===== src/rtl/clkmux_pkg.sv =====
// Shared definitions for the clock-mux switch sequencer: state encoding,
// mux selector constants and the saturating counter helper.
package clkmux_pkg;

  typedef enum logic [2:0] {
    ST_INIT,
    ST_IDLE,
    ST_QUIESCE,
    ST_SWITCH,
    ST_SETTLE,
    ST_RELEASE,
    ST_FINISH
  } state_t;

  localparam logic CLKSEL_A = 1'b1;
  localparam logic CLKSEL_B = 1'b0;

  function automatic logic [7:0] sat_inc(input logic [7:0] v);
    return (v == '1) ? v : v + 8'd1;
  endfunction

endpackage


===== src/rtl/clock_mux_sequencer.sv =====
// Sequences a glitch-safe clock mux switch: quiesce downstream, pulse the mux
// select enable, settle, release the quiesce, then report DONE or ERR.
module clock_mux_sequencer
  import clkmux_pkg::*;
#(
  parameter int unsigned SETTLE_CYCLES   = 4,
  parameter int unsigned QUIESCE_TIMEOUT = 255
) (
  input  logic CLK,
  input  logic RST,
  input  logic REQ_VALID,
  input  logic REQ_SEL,
  output logic REQ_READY,
  output logic QUIESCE_REQ,
  input  logic QUIESCE_ACK,
  output logic SELECT,
  output logic SELECT_ENABLE,
  output logic CUR_SEL,
  output logic BUSY,
  output logic DONE,
  output logic ERR
);

  localparam logic [7:0] SETTLE_LAST  = 8'(SETTLE_CYCLES - 1);
  localparam logic [7:0] TIMEOUT_LAST = 8'(QUIESCE_TIMEOUT - 1);

  state_t     state, state_nxt;
  logic [7:0] cnt, cnt_nxt;
  logic       cur_sel, target;
  logic       rst_hold;
  logic       timeout_hit;

  // rst_hold keeps the INIT select-enable pulse off while RST is held and
  // delays the INIT->IDLE step so INIT lasts one full cycle after release.
  always_ff @(posedge CLK) begin
    if (RST) begin
      state    <= ST_INIT;
      rst_hold <= 1'b1;
      cnt      <= '0;
      cur_sel  <= CLKSEL_B;
      target   <= CLKSEL_B;
    end else begin
      state    <= state_nxt;
      rst_hold <= 1'b0;
      cnt      <= cnt_nxt;
      if (state == ST_SWITCH)
        cur_sel <= target;
      if (state == ST_IDLE && REQ_VALID && REQ_SEL != cur_sel)
        target <= REQ_SEL;
    end
  end

  assign timeout_hit = (state == ST_QUIESCE) && (cnt == TIMEOUT_LAST);

  always_comb begin
    state_nxt = state;
    cnt_nxt   = cnt;
    case (state)
      ST_INIT:
        if (!rst_hold) state_nxt = ST_IDLE;
      ST_IDLE:
        if (REQ_VALID) begin
          if (REQ_SEL == cur_sel) begin
            state_nxt = ST_FINISH;
          end else begin
            state_nxt = ST_QUIESCE;
            cnt_nxt   = '0;
          end
        end
      ST_QUIESCE:
        // Timeout wins over a late ACK because ERR is already asserted this cycle.
        if (timeout_hit)      state_nxt = ST_IDLE;
        else if (QUIESCE_ACK) state_nxt = ST_SWITCH;
        else                  cnt_nxt   = sat_inc(cnt);
      ST_SWITCH: begin
        state_nxt = ST_SETTLE;
        cnt_nxt   = '0;
      end
      ST_SETTLE:
        if (cnt == SETTLE_LAST) state_nxt = ST_RELEASE;
        else                    cnt_nxt   = sat_inc(cnt);
      ST_RELEASE:
        if (!QUIESCE_ACK) state_nxt = ST_FINISH;
      ST_FINISH:
        state_nxt = ST_IDLE;
      default:
        state_nxt = ST_INIT;
    endcase
  end

  assign REQ_READY     = (state == ST_IDLE);
  assign BUSY          = (state != ST_IDLE);
  assign QUIESCE_REQ   = (state == ST_QUIESCE) || (state == ST_SWITCH) || (state == ST_SETTLE);
  assign SELECT_ENABLE = (state == ST_SWITCH) || ((state == ST_INIT) && !rst_hold);
  assign SELECT        = (state == ST_SWITCH) ? target : cur_sel;
  assign CUR_SEL       = cur_sel;
  assign DONE          = (state == ST_FINISH);
  assign ERR           = timeout_hit;

endmodule


===== config.mk =====
export PLATFORM = sky130hd
export DESIGN_NAME = clock_mux_sequencer
export DESIGN_NICKNAME = d
export VERILOG_FILES = /design/src/rtl/clkmux_pkg.sv /design/src/rtl/clock_mux_sequencer.sv
export SDC_FILE = /design/constraint.sdc
export NUM_CORES = 1
export LEC_CHECK = 0
export CORE_ASPECT_RATIO = 1.75
export CORE_MARGIN = 2
export CORE_UTILIZATION = 35
export DETAILED_ROUTE_END_ITERATION = 10
export GPL_TIMING_DRIVEN = 0
export PLACE_DENSITY_LB_ADDON = 0.3
export SETUP_SLACK_MARGIN = 0.4
export SKIP_CTS_REPAIR_TIMING = 1
export SLEW_MARGIN = 25
export SYNTH_ARGS = -nofsm -noshare
export SYNTH_HDL_FRONTEND = slang
export SYNTH_SLANG_ARGS = --single-unit

===== constraint.sdc =====
create_clock -name CLK -period 4.01 [get_ports CLK]
set_input_delay 1.0025 -clock CLK [delete_from_list [all_inputs] [get_ports CLK]]
set_output_delay 1.0025 -clock CLK [all_outputs]
set_load 0.05 [all_outputs]

* After elaboration in Yosys (flattened, before gate mapping)
Cells that the tools add are included.
** Word-level totals
- Input bits :: 5
- Word-level logic and storage cells :: 56
- Flip-flop bits (word level) :: 14
- Output and inout bits :: 8
** Cells by class
- Add/sub/neg operators :: 1
- Multiplexer cells :: 17
- Reductions and logical operators :: 12
- Equal/unequal tests :: 21
** Operators by type and width (count)
- two-way mux 8 bit :: 6
- one-hot mux 8 bit (4 select lines) :: 1
- two-way mux 3 bit :: 7
- one-hot mux 3 bit (7 select lines) :: 1
- == test 8 bit (second input constant) :: 2
- != test 2 bit (second input constant) :: 8
- == test 3 bit (second input constant) :: 3
- adder 8 x 1 -> 8 bit (second input constant) :: 1
- == test 8 x 2 -> 1 bit (second input constant) :: 1
- == test 3 x 2 -> 1 bit (second input constant) :: 2
- AND reduction 6 bit :: 1
- AND reduction 5 bit :: 1
- logical AND 1 bit :: 4
- nonzero test 4 bit :: 1
- == test 3 x 1 -> 1 bit (second input constant) :: 1
- zero test 3 bit :: 1
- logical OR 1 bit :: 3
- != test 3 x 1 -> 1 bit (second input constant) :: 1
- != test 3 bit (second input constant) :: 1
- two-way mux 1 bit :: 2
- == test 1 bit :: 1
- zero test 1 bit :: 1
- != test 1 bit :: 1

* Longest topological paths before layout
Gate-level depths: netlist of the first run.
- Word-level depth :: 5
- Depth in mapped cells :: 8
- Gate-level depth less buffers :: 7

* Worst setup path after synthesis of the first run
Ideal clock, no wire load.
- Kind :: flip-flop to output port
- Start :: reg state[1]
- End :: out BUSY
- Required time :: 3.008 ns
- Buffers on the path :: 1
- Arrival time :: 2.442 ns
- Cell stages (with the launch flop) :: 4
- Setup slack :: 0.565 ns
- Cells stage by stage :: dfxtp_1 buf_2 nor3b_1 inv_1
** On the way
- Longest elaborated chain between the ends :: 1
** Ends and longest elaborated chain
- from (decl) :: line clock_mux_sequencer.sv:27 : state_t state, state_nxt;
- from (signal assigned) :: line clock_mux_sequencer.sv:43 : state <= state_nxt;
- != test 3 x 1 -> 1 bit :: line clock_mux_sequencer.sv:92 : assign BUSY = (state != ST_IDLE);
- to (decl) :: line clock_mux_sequencer.sv:19 : output logic BUSY,
Every way passes these cells.

* Worst setup path in the final report of the first run
- Start :: reg cnt[4]
- End :: out ERR
** On the way
- Longest elaborated chain between the ends :: 2
** Ends and longest elaborated chain
- from (decl) :: line clock_mux_sequencer.sv:28 : logic [7:0] cnt, cnt_nxt;
- from (signal assigned) :: line clock_mux_sequencer.sv:45 : cnt <= cnt_nxt;
- == test 8 bit :: line clock_mux_sequencer.sv:53 : assign timeout_hit = (state == ST_QUIESCE) && (cnt == TIMEOUT_LAST);
- logical AND 1 bit :: line clock_mux_sequencer.sv:53
- to (decl) :: line clock_mux_sequencer.sv:21 : output logic ERR
Every way passes these cells.

==> results.md, run 1 <==
- N_diodes: 0
- Placed Instances: between 150 and 200
- Yosys warns: 0
- Worst Hold Class: flop to flop
- Max cap viols: 0
- Die ar.: about 3000 um2
- GPL Wtd Cong: roughly 0.86
- Power per standard cell area: 590 nW/um2
- First-pass GRT wire length: between 3000 and 4000 um
- Initial antenna violation count: 0
- Via count: 926
- Yosys cell types: 38
- Clk pin slew, worst setup/hold paths: 0.06 ns
- Starting Density: a little under two fifths
- Cells after synthesis: 120
- Gr busiest metal: met2
- Slowest cell delay on critical path: approximately 0.83 ns
- Pre-antenna DRT Iters: 4
- Max clock buf depth: 2
- Routed wire length: 2190 um
- Die Wd: approximately 42 um
- Met2 GRT Util: ~30%
- Vias per cell: about 5.7
- Final setup violation count: 0
- Worst slew pin tran: between 0.4 and 0.5 ns
- FP Rows: 24
- Number of global-route vias before repair: 950
- Post-route insts no fill: between 150 and 200
- Wire per inst: ~14 um
- DR DRC count: 0
- CTS Sinks: 14
- Seq/Total Area, Yosys: 30.9%
- DP HPWL: roughly 1700 um
- Die height: 71.3 um
- Met1 usage: 15.0%
- Largest net degree at the start of global routing: 11
- Period minus WS final: ~3.3 ns
- Met3 Resource Use GR: 1.76%
- Gr ovfl total: 0
- Worst-case hold slack: 0.471 ns
- Register bit total from synthesis: 14
- Cell Area, Synth: 906 um2
- Fmax: between 200 and 300 MHz
- Critical path fanouts, max: 8
- RSZ-0062 raised after global routing: false
- DRT iter0 DRCs: 24
- Setup_tns: 0 ns
- IO buf count: 12
- Core Region: about 2500 um2
- Crit-path cells: buf_2, nand4_1, or3_1, nor3_1, clkdlybuf4s50_1
- H-tree levels: 1
- # IOs: 13
- Startpoint types: flop
- Final hold vios: 0
- Mapped Nets: 127
- CP endpoint kind: output port
- Core Util, Final: ~45%
- Area growth, synth to finish: 22.9%
- Root buffer cell: clkbuf_8
- Global-route usage over all layers: 15.9%
- Nets: ~140
- Layout cells sized above 1: under 10%
- Final Slew Violations: 0
- Run status: finished clean
- P_leak: about 0.39 nW
- Critical path class: flop to output port
- Crit path DAT: 2.35 ns
- Worst EP required: 3.01 ns
- Worst vdd ir: between 0.2 and 0.25 mV
- Max Clock Skew: 0.00162 ns
- Tcrit/Tclk final: 83.5%
- Syn_area_per_cell: about 7.5 um2
- Headroom to the max-slew limit: about two thirds
- Crit path max-delay cell type: clkdlybuf4s50_1
- CTS buffer count: 3
- Clock Latency Late Sink: approximately 0.25 ns
- CTS tree: yes
- Antenna viol nets, final: 0
==> critical path: cells and delay by family, from the launching register on <==
| family | cells | cell delay (ns) |
|---|---|---|
| and+or+nand+nor | 3 | 0.80 |
| DFF | 1 | 0.30 |
| buffers and inverters | 2 | 1.00 |
==> cells in the final DEF, fill, tap and decap left out, drive strengths merged, types with 4 or more instances in the layout <==
cell type and count:
o21ai 6, nor3 7, inv 6, clkbuf 6, nor2 10, a21oi 16
nand2 8, dfxtp 14, nand3 4, buf 6, nand2b 5, clkdlybuf4s50 12
==> area by class of cell <==
class | count | area [um2]
fill | 248 | 1350
sequential | 14 | 280
clock buffer | 4 | 55.1
inverter | 6 | 22.5
buffer | 8 | 50.0
tap | 26 | 32.5
multi-input combinational | 92 | 553
timing repair buffer | 12 | 120
==> logic make-up (layout without fill, tap and decap cells) <==
| group | Yosys count | count (layout) | share of synthesized area (%) |
|---|---|---|---|
| and+or+nand+nor | 51 | 51 | 30.8 |
| AOI/OAI and AO/OA | 37 | 37 | 25.3 |
| DFF | 14 | 14 | 30.9 |
| buffers and inverters | 14 | 30 | 8.01 |
| adders and majority gates | 2 | 2 | 2.76 |
| xor gates and xnor gates | 1 | 1 | 0.967 |
| muxes | 1 | 1 | 1.24 |
==> metal layers <==
| layer | wire length, um | part of all wire, % |
|---|---|---|
| met2 | 1180 | 54 |
| met1 | 863 | 39 |
| met3 | 58 | 2.7 |
| met5 | 0 | 0 |
| met4 | 83 | 3.8 |
==> synthesized netlist by cell type <==
library cell	count	area (um2)
a211o_1	2	17.5
a211oi_1	3	22.5
a21o_1	1	7.51
a21oi_1	16	80.1
a31oi_1	2	12.5
a32oi_1	1	8.76
a41oi_1	2	17.5
and2_1	1	6.26
and3_1	2	12.5
and4_1	1	8.76
buf_2	4	20.0
buf_6	2	22.5
clkbuf_1	2	7.51
dfxtp_1	14	280
ha_1	2	25.0
inv_1	6	22.5
mux2_2	1	11.3
nand2_1	8	30.0
nand2b_1	5	31.3
nand3_1	4	20.0
nand4_1	3	18.8
nor2_1	10	37.5
nor2b_1	1	6.26
nor2b_4	1	13.8
nor3_1	7	35.0
nor3b_1	1	7.51
nor4_1	1	6.26
nor4b_1	1	8.76
o21a_1	1	7.51
o21ai_0	4	20.0
o21ai_1	2	10.0
o22a_1	1	8.76
o31a_1	1	8.76
o31ai_1	1	7.51
or3_1	3	18.8
or3b_1	1	8.76
or3b_2	1	8.76
xnor2_1	1	8.76
==> report_power, final <==
part,leakage (nW),switching (mW),total [mW],internal [mW]
Clock,0.0288,0.0530,0.140,0.0871
Sequential,0.114,0.00976,0.163,0.153
Combinational,0.245,0.218,0.354,0.136
==> metrics by stage <==
stage / setup WS, ns / cell area [um2] / power [mW]
4_1_cts: 0.653 / 1110 / 0.662
6_report: 0.662 / 1110 / 0.657
5_1_grt: 0.545 / 1110 / 0.704
3_3_place_gp: 0.917 / 1060 / 0.514
2_1_floorplan: 0.565 / 906 / 0.433
3_5_place_dp: 0.923 / 1060 / 0.521
==> flip-flops by register name, indices dropped and copies added, names as in the netlist <==
signal and cells:
cnt 8, state 3, CUR_SEL 1, rst_hold 1, target 1
==> final timing paths <==
path | startpoint | endpoint | slack (ns) | depth (start not counted)
worst max-delay path | cnt[4] | ERR | 0.66 | 5
worst min register to register | target | target | 0.47 | 2
worst max register to register | cnt[0] | cnt[0] | 2.14 | 7
worst min-delay path | target | target | 0.47 | 2
No activity file was read; power rests on OpenSTA's default activity.
==> run 2: changes to the inputs <==
==> constraint.sdc (replaced) <==
create_clock -name CLK -period 3.4 [get_ports CLK]
set_input_delay 0.85 -clock CLK [delete_from_list [all_inputs] [get_ports CLK]]
set_output_delay 0.85 -clock CLK [all_outputs]
set_load 0.05 [all_outputs]
==> run 2 against run 1 <==
  * Register-to-register slack worse by 0.62 ns
  * Power up 19%
  * Cell area up 1.1%
  * Critical endpoint unchanged
  * Sequential power up 18%
==> results.md, run 2 (synthesis results as in run 1) <==
- Number of global-route vias before repair: between 800 and 900
- Setup_tns: 0 ns
- Multi-input logic area: 558 um2
- Biggest register: cnt
- Crit path max-delay cell type: dfxtp_1
- # IOs: 13
- Worst EP required: between 2 and 3 ns
- Antenna viol nets, final: 0
- Period minus WS final: 2.81 ns
- Routed wire length: 2270 um
- Vias per cell: approximately 6.0
- Crit path DAT: 1.96 ns
- Max cap viols: 0
- Area growth, synth to finish: 24.3%
- Layout cells sized above 1: a little over 10%
- CP endpoint kind: output port
- N_diodes: 0
- WP buf/inv: 1
- Die height: approximately 70 um
- IO buf count: 12
- Starting Density: ~37%
- Worst vdd ir: around 0.26 mV
- Wire per inst: 14.0 um
- Fmax: between 300 and 400 MHz
- Root buffer cell: clkbuf_8
- DP HPWL: between 1500 and 2000 um
- DRT iter0 DRCs: 44
- Max clock buf depth: 2
- Tcrit/Tclk final: 82.6%
- Initial antenna violation count: 0
- Max FFs per register: 8
- Startpoint types: flop
- Final Slew Violations: 0
- Final hold vios: 0
- Run status: finished clean
- Via count: roughly 970
- First-pass GRT wire length: between 3000 and 4000 um
- Max Clock Skew: 0.000728 ns
- Critical path class: flop to output port
- Worst Hold Class: flop to flop
- RSZ-0062 raised after global routing: false
- Crit-path cells: nand4_1, or3_1, nor3_1, dlymetal6s2s_1
- CTS Sinks: 14
- Power per standard cell area: 692 nW/um2
- Placed Instances: 158
- Pre-antenna DRT Iters: 4
- H-tree levels: 1
- Headroom to the max-slew limit: about two thirds
- Nets: approximately 140
- Core Region: between 2000 and 2500 um2
- Global-route usage over all layers: between 10% and 20%
- Gr ovfl total: 0
- Largest registers: cnt x8, state x3
- Clock Latency Late Sink: 0.25 ns
- Clk pin slew, worst setup/hold paths: 0.06 ns
- DR DRC count: 0
- GPL Wtd Cong: between 0.8 and 0.9
- Post-route insts no fill: 162
- Final setup violation count: 0
- Worst slew pin tran: about 0.5 ns
- FP Rows: 24
- Commonest non-fill, non-tap cells in the layout: a21oi_1, dfxtp_1, nor2_1, clkdlybuf4s50_1, nand2_1
- Largest net degree at the start of global routing: 11
- Top delay family on crit path: simple AND/OR/NAND/NOR gates
- Fill cells: around 240
- P_leak: 0.441 nW
- Die ar.: roughly 3000 um2
- Commonest non-fill, non-tap cell in the layout: a21oi_1
- Reg area: between 200 and 300 um2
- Die Wd: roughly 42 um
- CTS buffer count: 3
- CTS tree: yes
- Critical path fanouts, max: 8
- Slowest cell delay on critical path: roughly 0.46 ns
## run 2: routing by layer
metal	up-vias	GRT usage, %	wire length [um]
li1	468	-	-
met1	453	17.4	880
met2	37	31.1	1230
met3	8	2.27	113
met4	0	6.25	48
met5	-	0	0
## run 2: area by class of cell
class / instances / area share, %
inverter: 6 / 2.00
multi-input combinational: 92 / 49.6
clock buffer: 4 / 4.89
timing repair buffer: 12 / 11.3
buffer: 8 / 4.44
sequential: 14 / 24.9
tap: 26 / 2.89
## run 2: report_power, final
part	switching, mW	internal, mW	leakage, nW
Sequential	0.0122	0.181	0.114
Combinational	0.262	0.162	0.298
Clock	0.0599	0.103	0.0288
## run 2: final timing paths
kind | from | endpoint | slack [ns] | cells past startpoint
hold / removal | target | target | 0.47 | 2
setup reg to reg | cnt[0] | cnt[1] | 1.52 | 7
setup / recovery | cnt[5] | ERR | 0.59 | 4
hold reg to reg | target | target | 0.47 | 2
## run 2: tightest hold or removal path: cells and delay by family (launching register included)
kind	cells	cell delay (ns)
compound gates	1	0.05
flops	1	0.32
simple gates	1	0.05
## run 2: through the flow
step | setup slack (ns) | utilization [%] | hold WS, ns | power [mW] | cell area, um2
floorplan | 0.473 | - | 0.443 | 0.513 | 911
global placement | 0.479 | 43.2 | 0.458 | 0.609 | 1060
detailed placement | 0.469 | 43.2 | 0.466 | 0.617 | 1060
CTS | 0.204 | 45.4 | 0.474 | 0.778 | 1120
global route | 0.458 | 45.7 | 0.505 | 0.830 | 1130
finish | 0.593 | 45.7 | 0.470 | 0.779 | 1130
